## src/rtl/mod_adder_pipe_if.sv

```systemverilog
// rtl/mod_adder_pipe_if.sv - operand join / result stream bundle for mod_adder_pipe
interface mod_adder_pipe_if #(
  parameter int C_DATA_WIDTH   = 32,
  parameter int C_NUM_CHANNELS = 2
);
  logic [C_NUM_CHANNELS-1:0]                   s_tvalid;
  logic [C_NUM_CHANNELS-1:0][C_DATA_WIDTH-1:0] s_tdata;
  logic [C_NUM_CHANNELS-1:0]                   s_tready;
  logic                                        m_tvalid;
  logic [C_DATA_WIDTH-1:0]                     m_tdata;
  logic                                        m_tready;

  modport master (output s_tvalid, s_tdata, m_tready, input s_tready, m_tvalid, m_tdata);
  modport slave  (input s_tvalid, s_tdata, m_tready, output s_tready, m_tvalid, m_tdata);
endinterface

```

## src/rtl/mod_adder_pipe.sv

```systemverilog
// rtl/mod_adder_pipe.sv - pipelined (a + b) mod P with chunked carry chains; MOD_ADD_OUT_SKID_EN adds an output skid buffer
module mod_adder_pipe #(
  parameter int P              = 100,
  parameter int BITS           = $clog2(P),
  parameter int C_DATA_WIDTH   = 32,
  parameter int C_NUM_CHANNELS = 2,
  parameter int LEVEL          = 1
) (
  input  logic            aclk,
  input  logic            areset,
  mod_adder_pipe_if.slave bus
);
  localparam int W  = (BITS + LEVEL) / LEVEL;
  localparam int DW = LEVEL * W;
  localparam logic [DW-1:0] P_DW = DW'(P);
  localparam logic [DW-1:0] K    = ~P_DW + DW'(1);

  logic             val0;
  logic [LEVEL:0]   rdy;
  logic [LEVEL:1]   val_q, cs_q, cd_q;
  logic [DW-1:0]    a_q [1:LEVEL];
  logic [DW-1:0]    b_q [1:LEVEL];
  logic [DW-1:0]    s_q [1:LEVEL];
  logic [DW-1:0]    d_q [1:LEVEL];

  logic [DW-1:0]    a_in [LEVEL];
  logic [DW-1:0]    b_in [LEVEL];
  logic [DW-1:0]    s_in [LEVEL];
  logic [DW-1:0]    d_in [LEVEL];
  logic [LEVEL-1:0] v_in, cs_in, cd_in;

  logic [BITS-1:0]  res;
  logic             unused_ok;

  assign val0         = bus.s_tvalid[0] & bus.s_tvalid[1];
  assign bus.s_tready = {C_NUM_CHANNELS{rdy[0] & val0}};

  genvar g;
  for (g = 0; g < LEVEL; g++) begin : g_stage
    logic [W:0]    s_sum, d_sum;
    logic [DW-1:0] s_new, d_new;

    if (g == 0) begin : g_in
      assign a_in[g]  = DW'(bus.s_tdata[0][BITS-1:0]);
      assign b_in[g]  = DW'(bus.s_tdata[1][BITS-1:0]);
      assign s_in[g]  = '0;
      assign d_in[g]  = '0;
      assign v_in[g]  = val0;
      assign cs_in[g] = 1'b0;
      assign cd_in[g] = 1'b0;
    end else begin : g_mid
      assign a_in[g]  = a_q[g];
      assign b_in[g]  = b_q[g];
      assign s_in[g]  = s_q[g];
      assign d_in[g]  = d_q[g];
      assign v_in[g]  = val_q[g];
      assign cs_in[g] = cs_q[g];
      assign cd_in[g] = cd_q[g];
    end

    // d = s + K runs one chunk behind nothing: it consumes this stage's fresh s chunk
    assign s_sum = {1'b0, a_in[g][g*W +: W]} + {1'b0, b_in[g][g*W +: W]} + (W+1)'(cs_in[g]);
    assign d_sum = {1'b0, s_sum[W-1:0]} + {1'b0, K[g*W +: W]} + (W+1)'(cd_in[g]);

    always_comb begin
      s_new              = s_in[g];
      s_new[g*W +: W]    = s_sum[W-1:0];
      d_new              = d_in[g];
      d_new[g*W +: W]    = d_sum[W-1:0];
    end

    assign rdy[g] = ~val_q[g+1] | rdy[g+1];

    always_ff @(posedge aclk) begin
      if (areset) begin
        val_q[g+1] <= 1'b0;
        a_q[g+1]   <= '0;
        b_q[g+1]   <= '0;
        s_q[g+1]   <= '0;
        d_q[g+1]   <= '0;
        cs_q[g+1]  <= 1'b0;
        cd_q[g+1]  <= 1'b0;
      end else if (rdy[g]) begin
        val_q[g+1] <= v_in[g];
        if (v_in[g]) begin
          a_q[g+1]  <= a_in[g];
          b_q[g+1]  <= b_in[g];
          s_q[g+1]  <= s_new;
          d_q[g+1]  <= d_new;
          cs_q[g+1] <= s_sum[W];
          cd_q[g+1] <= d_sum[W];
        end
      end
    end
  end

  // top d-carry set means a + b >= P, so the offset sum is the reduced result
  assign res = cd_q[LEVEL] ? d_q[LEVEL][BITS-1:0] : s_q[LEVEL][BITS-1:0];

`ifdef MOD_ADD_OUT_SKID_EN
  logic [BITS-1:0] skid_mem [2];
  logic            skid_wp, skid_rp;
  logic [1:0]      skid_cnt;
  logic            skid_push, skid_pop;

  assign rdy[LEVEL]   = ~skid_cnt[1];
  assign skid_push    = val_q[LEVEL] & rdy[LEVEL];
  assign bus.m_tvalid = |skid_cnt;
  assign skid_pop     = bus.m_tvalid & bus.m_tready;
  assign bus.m_tdata  = C_DATA_WIDTH'(skid_mem[skid_rp]);

  always_ff @(posedge aclk) begin
    if (areset) begin
      skid_mem[0] <= '0;
      skid_mem[1] <= '0;
      skid_wp     <= 1'b0;
      skid_rp     <= 1'b0;
      skid_cnt    <= 2'd0;
    end else begin
      if (skid_push) begin
        skid_mem[skid_wp] <= res;
        skid_wp           <= ~skid_wp;
      end
      if (skid_pop) skid_rp <= ~skid_rp;
      skid_cnt <= skid_cnt + 2'(skid_push) - 2'(skid_pop);
    end
  end
`else
  assign rdy[LEVEL]   = bus.m_tready;
  assign bus.m_tvalid = val_q[LEVEL];
  assign bus.m_tdata  = C_DATA_WIDTH'(res);
`endif

  assign unused_ok = ^{a_q[LEVEL], b_q[LEVEL], cs_q[LEVEL], s_q[LEVEL], d_q[LEVEL], bus.s_tdata};
endmodule

```

## src/flat_wrapper.sv

```systemverilog
// flat-port wrapper written by rule: the top's interface ports become plain ports
module mod_adder_pipe_flat 
#(
  parameter int P              = 100,
  parameter int BITS           = $clog2(P),
  parameter int C_DATA_WIDTH   = 32,
  parameter int C_NUM_CHANNELS = 2,
  parameter int LEVEL          = 1
)
  (aclk, areset, bus_s_tvalid, bus_s_tdata, bus_m_tready, bus_s_tready, bus_m_tvalid, bus_m_tdata);
  mod_adder_pipe_if #(.C_DATA_WIDTH(C_DATA_WIDTH), .C_NUM_CHANNELS(C_NUM_CHANNELS)) bus_i ();
  input  logic aclk;
  input  logic areset;
  input wire logic [$bits(bus_i.s_tvalid)-1:0] bus_s_tvalid;
  input wire logic [$bits(bus_i.s_tdata)-1:0] bus_s_tdata;
  input wire logic [$bits(bus_i.m_tready)-1:0] bus_m_tready;
  output wire logic [$bits(bus_i.s_tready)-1:0] bus_s_tready;
  output wire logic [$bits(bus_i.m_tvalid)-1:0] bus_m_tvalid;
  output wire logic [$bits(bus_i.m_tdata)-1:0] bus_m_tdata;
  assign bus_i.s_tvalid = bus_s_tvalid;
  assign bus_i.s_tdata = bus_s_tdata;
  assign bus_i.m_tready = bus_m_tready;
  assign bus_s_tready = bus_i.s_tready;
  assign bus_m_tvalid = bus_i.m_tvalid;
  assign bus_m_tdata = bus_i.m_tdata;
  mod_adder_pipe #(.P(P), .BITS(BITS), .C_DATA_WIDTH(C_DATA_WIDTH), .C_NUM_CHANNELS(C_NUM_CHANNELS), .LEVEL(LEVEL)) u_core (.aclk(aclk), .areset(areset), .bus(bus_i));
endmodule
```

## config.mk

```make
export PLATFORM = sky130hd
export DESIGN_NAME = mod_adder_pipe_flat
export DESIGN_NICKNAME = d
export VERILOG_FILES = /design/src/rtl/mod_adder_pipe_if.sv /design/src/rtl/mod_adder_pipe.sv /design/src/flat_wrapper.sv
export SDC_FILE = /design/constraint.sdc
export NUM_CORES = 1
export LEC_CHECK = 0
export CAP_MARGIN = 10
export CORE_UTILIZATION = 34
export DETAILED_ROUTE_END_ITERATION = 10
export PLACE_DENSITY = 0.89
export SLEW_MARGIN = 20
export SYNTH_ARGS = -nofsm -noshare
export SYNTH_HDL_FRONTEND = slang
export SYNTH_SLANG_ARGS = --single-unit
export TNS_END_PERCENT = 30
```

## constraint.sdc

```tcl
create_clock -name aclk -period 5.4 [get_ports aclk]
set_input_delay 0.81 -clock aclk [delete_from_list [all_inputs] [get_ports aclk]]
set_output_delay 0.81 -clock aclk [all_outputs]
set_load 0.03 [all_outputs]
```

---- After elaboration in Yosys (flattened, before gate mapping) ----
Memories as Yosys holds them, arrays and structs flattened.
Index checks and enable logic that the tools add are counted.
storage, ports and cells
  register bits after elaboration ......... 2
  bits of input ports ..................... 69
  memories ................................ 2
  memory bits (writable) .................. 16
  output and inout bits ................... 35
operators by class
  $add $sub $neg .......................... 2
  reductions and logical operators ........ 1
  muxes and demuxes ....................... 9
  bitwise gates (word level) .............. 6
memories
  memory      depth  width  rd ports  clocked after Yosys merged registers in  wr ports  line                  source
  u_core.d_q  1      8      1         0                                        1         mod_adder_pipe.sv:24  logic [DW-1:0] d_q [1:LEVEL];
  u_core.s_q  1      8      1         0                                        1         mod_adder_pipe.sv:23  logic [DW-1:0] s_q [1:LEVEL];
operators with widths
  operator                                     count
  two-way mux 8 bit                            2
  adder 8 x 8 -> 9 bit, second input constant  1
  adder 7 x 7 -> 8 bit                         1
  two-way mux 7 bit                            1
  two-way mux 1 bit                            6
  bitwise OR 1 bit                             3
  bitwise AND 1 bit                            2
  AND reduction 2 bit                          1
  NOT 1 bit                                    1

---- Depth between registers and ports, before layout ----
  depth after elaboration ................. 6
  depth in mapped cells ................... 8
  gate-level depth less buffers ........... 8

---- Worst setup path before layout ----
No wires, ideal clock.
  path kind ............................... in2reg
  start ................................... input bus_s_tdata[0]
  end ..................................... memory u_core.d_q[1][6] (netlist name) (data pin)
  cell stages on the path ................. 8
  buffers on the path ..................... 0
  data arrival time ....................... 2.466 ns
  path slack .............................. 2.672 ns
  path through ............................ ha_1 -> inv_1 -> fa_1 -> and2b_1 -> o22ai_2 -> xor2_2 -> a211oi_2 -> mux2_1
on the way
  word-level cells in the longest chain between the ends .. 3
ends and longest elaborated chain
  element                      line                  source
  start, declared              flat_wrapper.sv:15    input wire logic [$bits(bus_i.s_tdata)-1:0] bus_s_tdata;
  adder 7 x 7 -> 8 bit         mod_adder_pipe.sv:62  assign s_sum = {1'b0, a_in[g][g*W +: W]} + {1'b0, b_in[g][g*W +: W]} + (W+1)'(cs_in[g]);
  adder 8 x 8 -> 9 bit         mod_adder_pipe.sv:63  assign d_sum = {1'b0, s_sum[W-1:0]} + {1'b0, K[g*W +: W]} + (W+1)'(cd_in[g]);
  two-way mux 8 bit (no line)  -
  end, declared                mod_adder_pipe.sv:24
Every way passes these cells.

---- Worst setup path in the final report ----
  start ................................... input bus_s_tvalid[0]
  end ..................................... output bus_s_tready[1]
on the way
  word-level cells in the longest chain between the ends .. 2
ends and longest elaborated chain
  element            line                  source
  start, declared    flat_wrapper.sv:14    input wire logic [$bits(bus_i.s_tvalid)-1:0] bus_s_tvalid;
  bitwise AND 1 bit  mod_adder_pipe.sv:35  assign val0 = bus.s_tvalid[0] & bus.s_tvalid[1];
  bitwise AND 1 bit  mod_adder_pipe.sv:36  assign bus.s_tready = {C_NUM_CHANNELS{rdy[0] & val0}};
  end, declared      flat_wrapper.sv:17    output wire logic [$bits(bus_i.s_tready)-1:0] bus_s_tready;
Every way passes these cells.

==> impl_metrics.csv <==
group,metric,value,unit
synthesis,ys_ff_latch,14,
global_routing,grt_max_degree,13,
final_layout,postLayoutCoreUtil,44.80,%
setup_path,cp_num_buf_inv,2,
run_status,status,"completed",
place,io_buffers,28,
pwr,ir_drop,66.18,uV
synthesis,synth_top_cell_by_area,"edfxtp_1",
timing,tns,0,ns
synthesis,ys_seq_area_share,34.19,%
timing,drv_slew,0,
detailed_routing,postRouteAntennaNets,0,
timing,fin_crit_sh,57.04,%
timing,period_minus_slack,3.080,ns
floorplanning,num_rows,20,
synthesis,synth_top_area_share,30.77,%
clock_network,cts_resized,0,
floorplanning,core-area,3153,um2
setup_path,worst_path_most_repeated_cell,"clkdlybuf4s50_1",
final_layout,area_delta_synth_final,20.62,%
timing,rsz0062_at_grt,"no",
clock_network,cts.sinks,14,
final_layout,final_layout_size_suffix_gt1_share,9.155,%
detailed_routing,routed_via_density,4.371,
detailed_routing,remaining_drc_errors,0,
synthesis,yosys_warnings,0,
setup_path,crit_required,4.59,ns
clock_network,cts_max_level,1,
hold_path,hp-class,"register to register",
clock_network,clkTransAtPathRegs,0.08,ns
final_layout,diodes,0,
clock_network,numCtsBuffers,3,
clock_network,post_cts_buffers,0,
clock_network,cts_max_path_buffers,2,
global_routing,grt_pass1_vias,707,
job,maxCapViolCount,0,
timing,setup_viol,0,
detailed_routing,initialDrtViolationCount,19,
setup_path,cp-start-kind,"input pin",
place,dpl.hpwl,1545,um
timing,fmaxAchievable,324.7,MHz
final_layout,finalNetCount,221,
setup_path,crit_arrival,2.27,ns
synthesis,ys_types,35,
synthesis,ys_top_cells_by_area,"edfxtp_1 (31%), buf_4 (17%), ha_1 (8.5%)",
synthesis,avgSynthCellArea,10.10,um2
pwr,p_leak,0.6062,nW
pwr,cellPowerDensity,225.9,nW/um2
detailed_routing,vias,813,
global_routing,antenna_found_initial,0,
clock_network,tritoncts,"done",
setup_path,cp_max_fo,3,
clock_network,insertion_delay,0.28,ns
floorplanning,initial_utilization,37.14,%
place,gp_congestion,0.7944,
detailed_routing,finalWirelength,1875,um
setup_path,critPathMaxStageDelay,0.71,ns
floorplanning,die_y,60.69,um
timing,hold_viol,0,
setup_path,path_delay_family,"buffers and inverters",
pwr,p_total,0.0003190,W
synthesis,syn_area,1171,um2
detailed_routing,dr.pass1.iters,4,
detailed_routing,wire_per_inst,10.08,um
setup_path,worstSetupPathType,"input pin to output port",
floorplanning,io_pins,104,
global_routing,grt_usage,11.68,%
setup_path,slowest_stage,"clkdlybuf4s50_1",
floorplanning,die_x,60.69,um
timing,skew,0.007125,ns
clock_network,holdBufCountCts,0,
floorplanning,dieArea,3683,um2
global_routing,grt_pass1_wl,3125,um
setup_path,critPathCaptureType,"output port",
clock_network,clockRootBuffer,"clkbuf_4",
global_routing,grt_overflow,0,
setup_path,crit_chain,"clkdlybuf4s50_1 -> nand2_1 -> nor2_1 -> clkdlybuf4s50_1",
synthesis,synthCells,116,
-- metal layers --
metal / track usage, % / vias up / share of wire (%)
li1: - / 405 / -
met1: 15.31 / 366 / 45
met2: 18.52 / 37 / 47
met3: 0.8529 / 5 / 5.5
met4: 7.792 / 0 / 2.9
met5: 0 / - / 0
-- where the power goes --
group          switching (W)  total [W]  internal, W
combinational      0.0000777   0.000129    0.0000512
sequential        0.00000333   0.000130     0.000126
clock              0.0000337  0.0000606    0.0000269
total               0.000115   0.000319     0.000204
-- Yosys cell counts, drive strengths merged --
cell type / count
buf: 26
nor2: 13
edfxtp: 12
ha: 8
inv: 6
mux2: 6
clkbuf: 4
nor3: 4
a21oi: 3
and2: 3
nor2b: 3
xor2: 3
a211oi: 2
a221o: 2
dfxtp: 2
o31a: 2
a311oi: 1
and2b: 1
conb: 1
fa: 1
nand2: 1
nand3: 1
nor3b: 1
nor4: 1
o2111a: 1
o211a: 1
o21a: 1
o21ai: 1
o21bai: 1
o22ai: 1
or2: 1
or3: 1
xnor2: 1
-- cell usage in the layout (no fill, tap or decap), types with 2 or more instances in the layout --
master / instances
clkbuf_4: 3
ha_1: 8
xor2_1: 2
mux2_2: 5
inv_1: 6
nor3_1: 4
a21oi_1: 3
nor2_1: 13
a221o_1: 2
conb_1: 25
a211oi_2: 2
dfxtp_1: 2
and2_1: 3
edfxtp_1: 12
clkdlybuf4s50_1: 28
o31a_1: 2
nor2b_1: 3
-- worst paths after layout --
kind	cells after the start	endpoint	slack (ns)	from
worst max-delay path	4	bus_s_tready[1]	2.32	bus_s_tvalid[0]
worst max register to register	4	u_core.d_q[1][6]	3.78	u_core.bus.m_tvalid
worst min-delay path	3	u_core.bus.m_tvalid	0.68	u_core.bus.m_tvalid
worst min register to register	3	u_core.bus.m_tvalid	0.68	u_core.bus.m_tvalid
-- final cells by class --
class | count | area [um2]
sequential | 14 | 400.4
multi-input combinational | 90 | 628.1
inverter | 6 | 22.52
clock inverter | 1 | 3.754
tap | 44 | 55.05
fill | 303 | 1740
clock buffer | 3 | 22.52
timing repair buffer | 28 | 280.3
-- per-stage QoR --
stage,hold slack (ns),instance area [um2],setup slack (ns),std cells
after CTS,0.6841,1413,2.303,186
after detailed placement,0.6619,1386,2.059,182
final,0.6812,1413,2.320,186
after global routing,0.7301,1413,2.229,186
after global placement,0.6619,1386,2.083,182
after floorplan,0.7012,1261,2.672,140
-- cells by family after synthesis --
group,count (synthesis),share of synthesized area (%)
mux,6,5.769
buf+inv,36,19.87
xor+xnor,4,3.633
simple gates,30,14.00
fa+ha+maj,9,10.26
other cells,1,0.3202
flops,14,34.19
compound gates,16,11.97
-- worst reg2reg max path: cells and delay by family (launching register included) --
family	cells	cell delay [ns]
flip-flops	1	0.35
multiplexers	1	0.30
AND/OR/NAND/NOR	3	0.73
-- state kept, by name (all words and copies together) (netlist names) --
| register | flops |
|---|---|
| u_core.d_q | 7 |
| u_core.s_q | 5 |
| u_core.bus.m_tvalid | 1 |
| u_core.cd_q | 1 |
(Power assumes the default switching activity.)
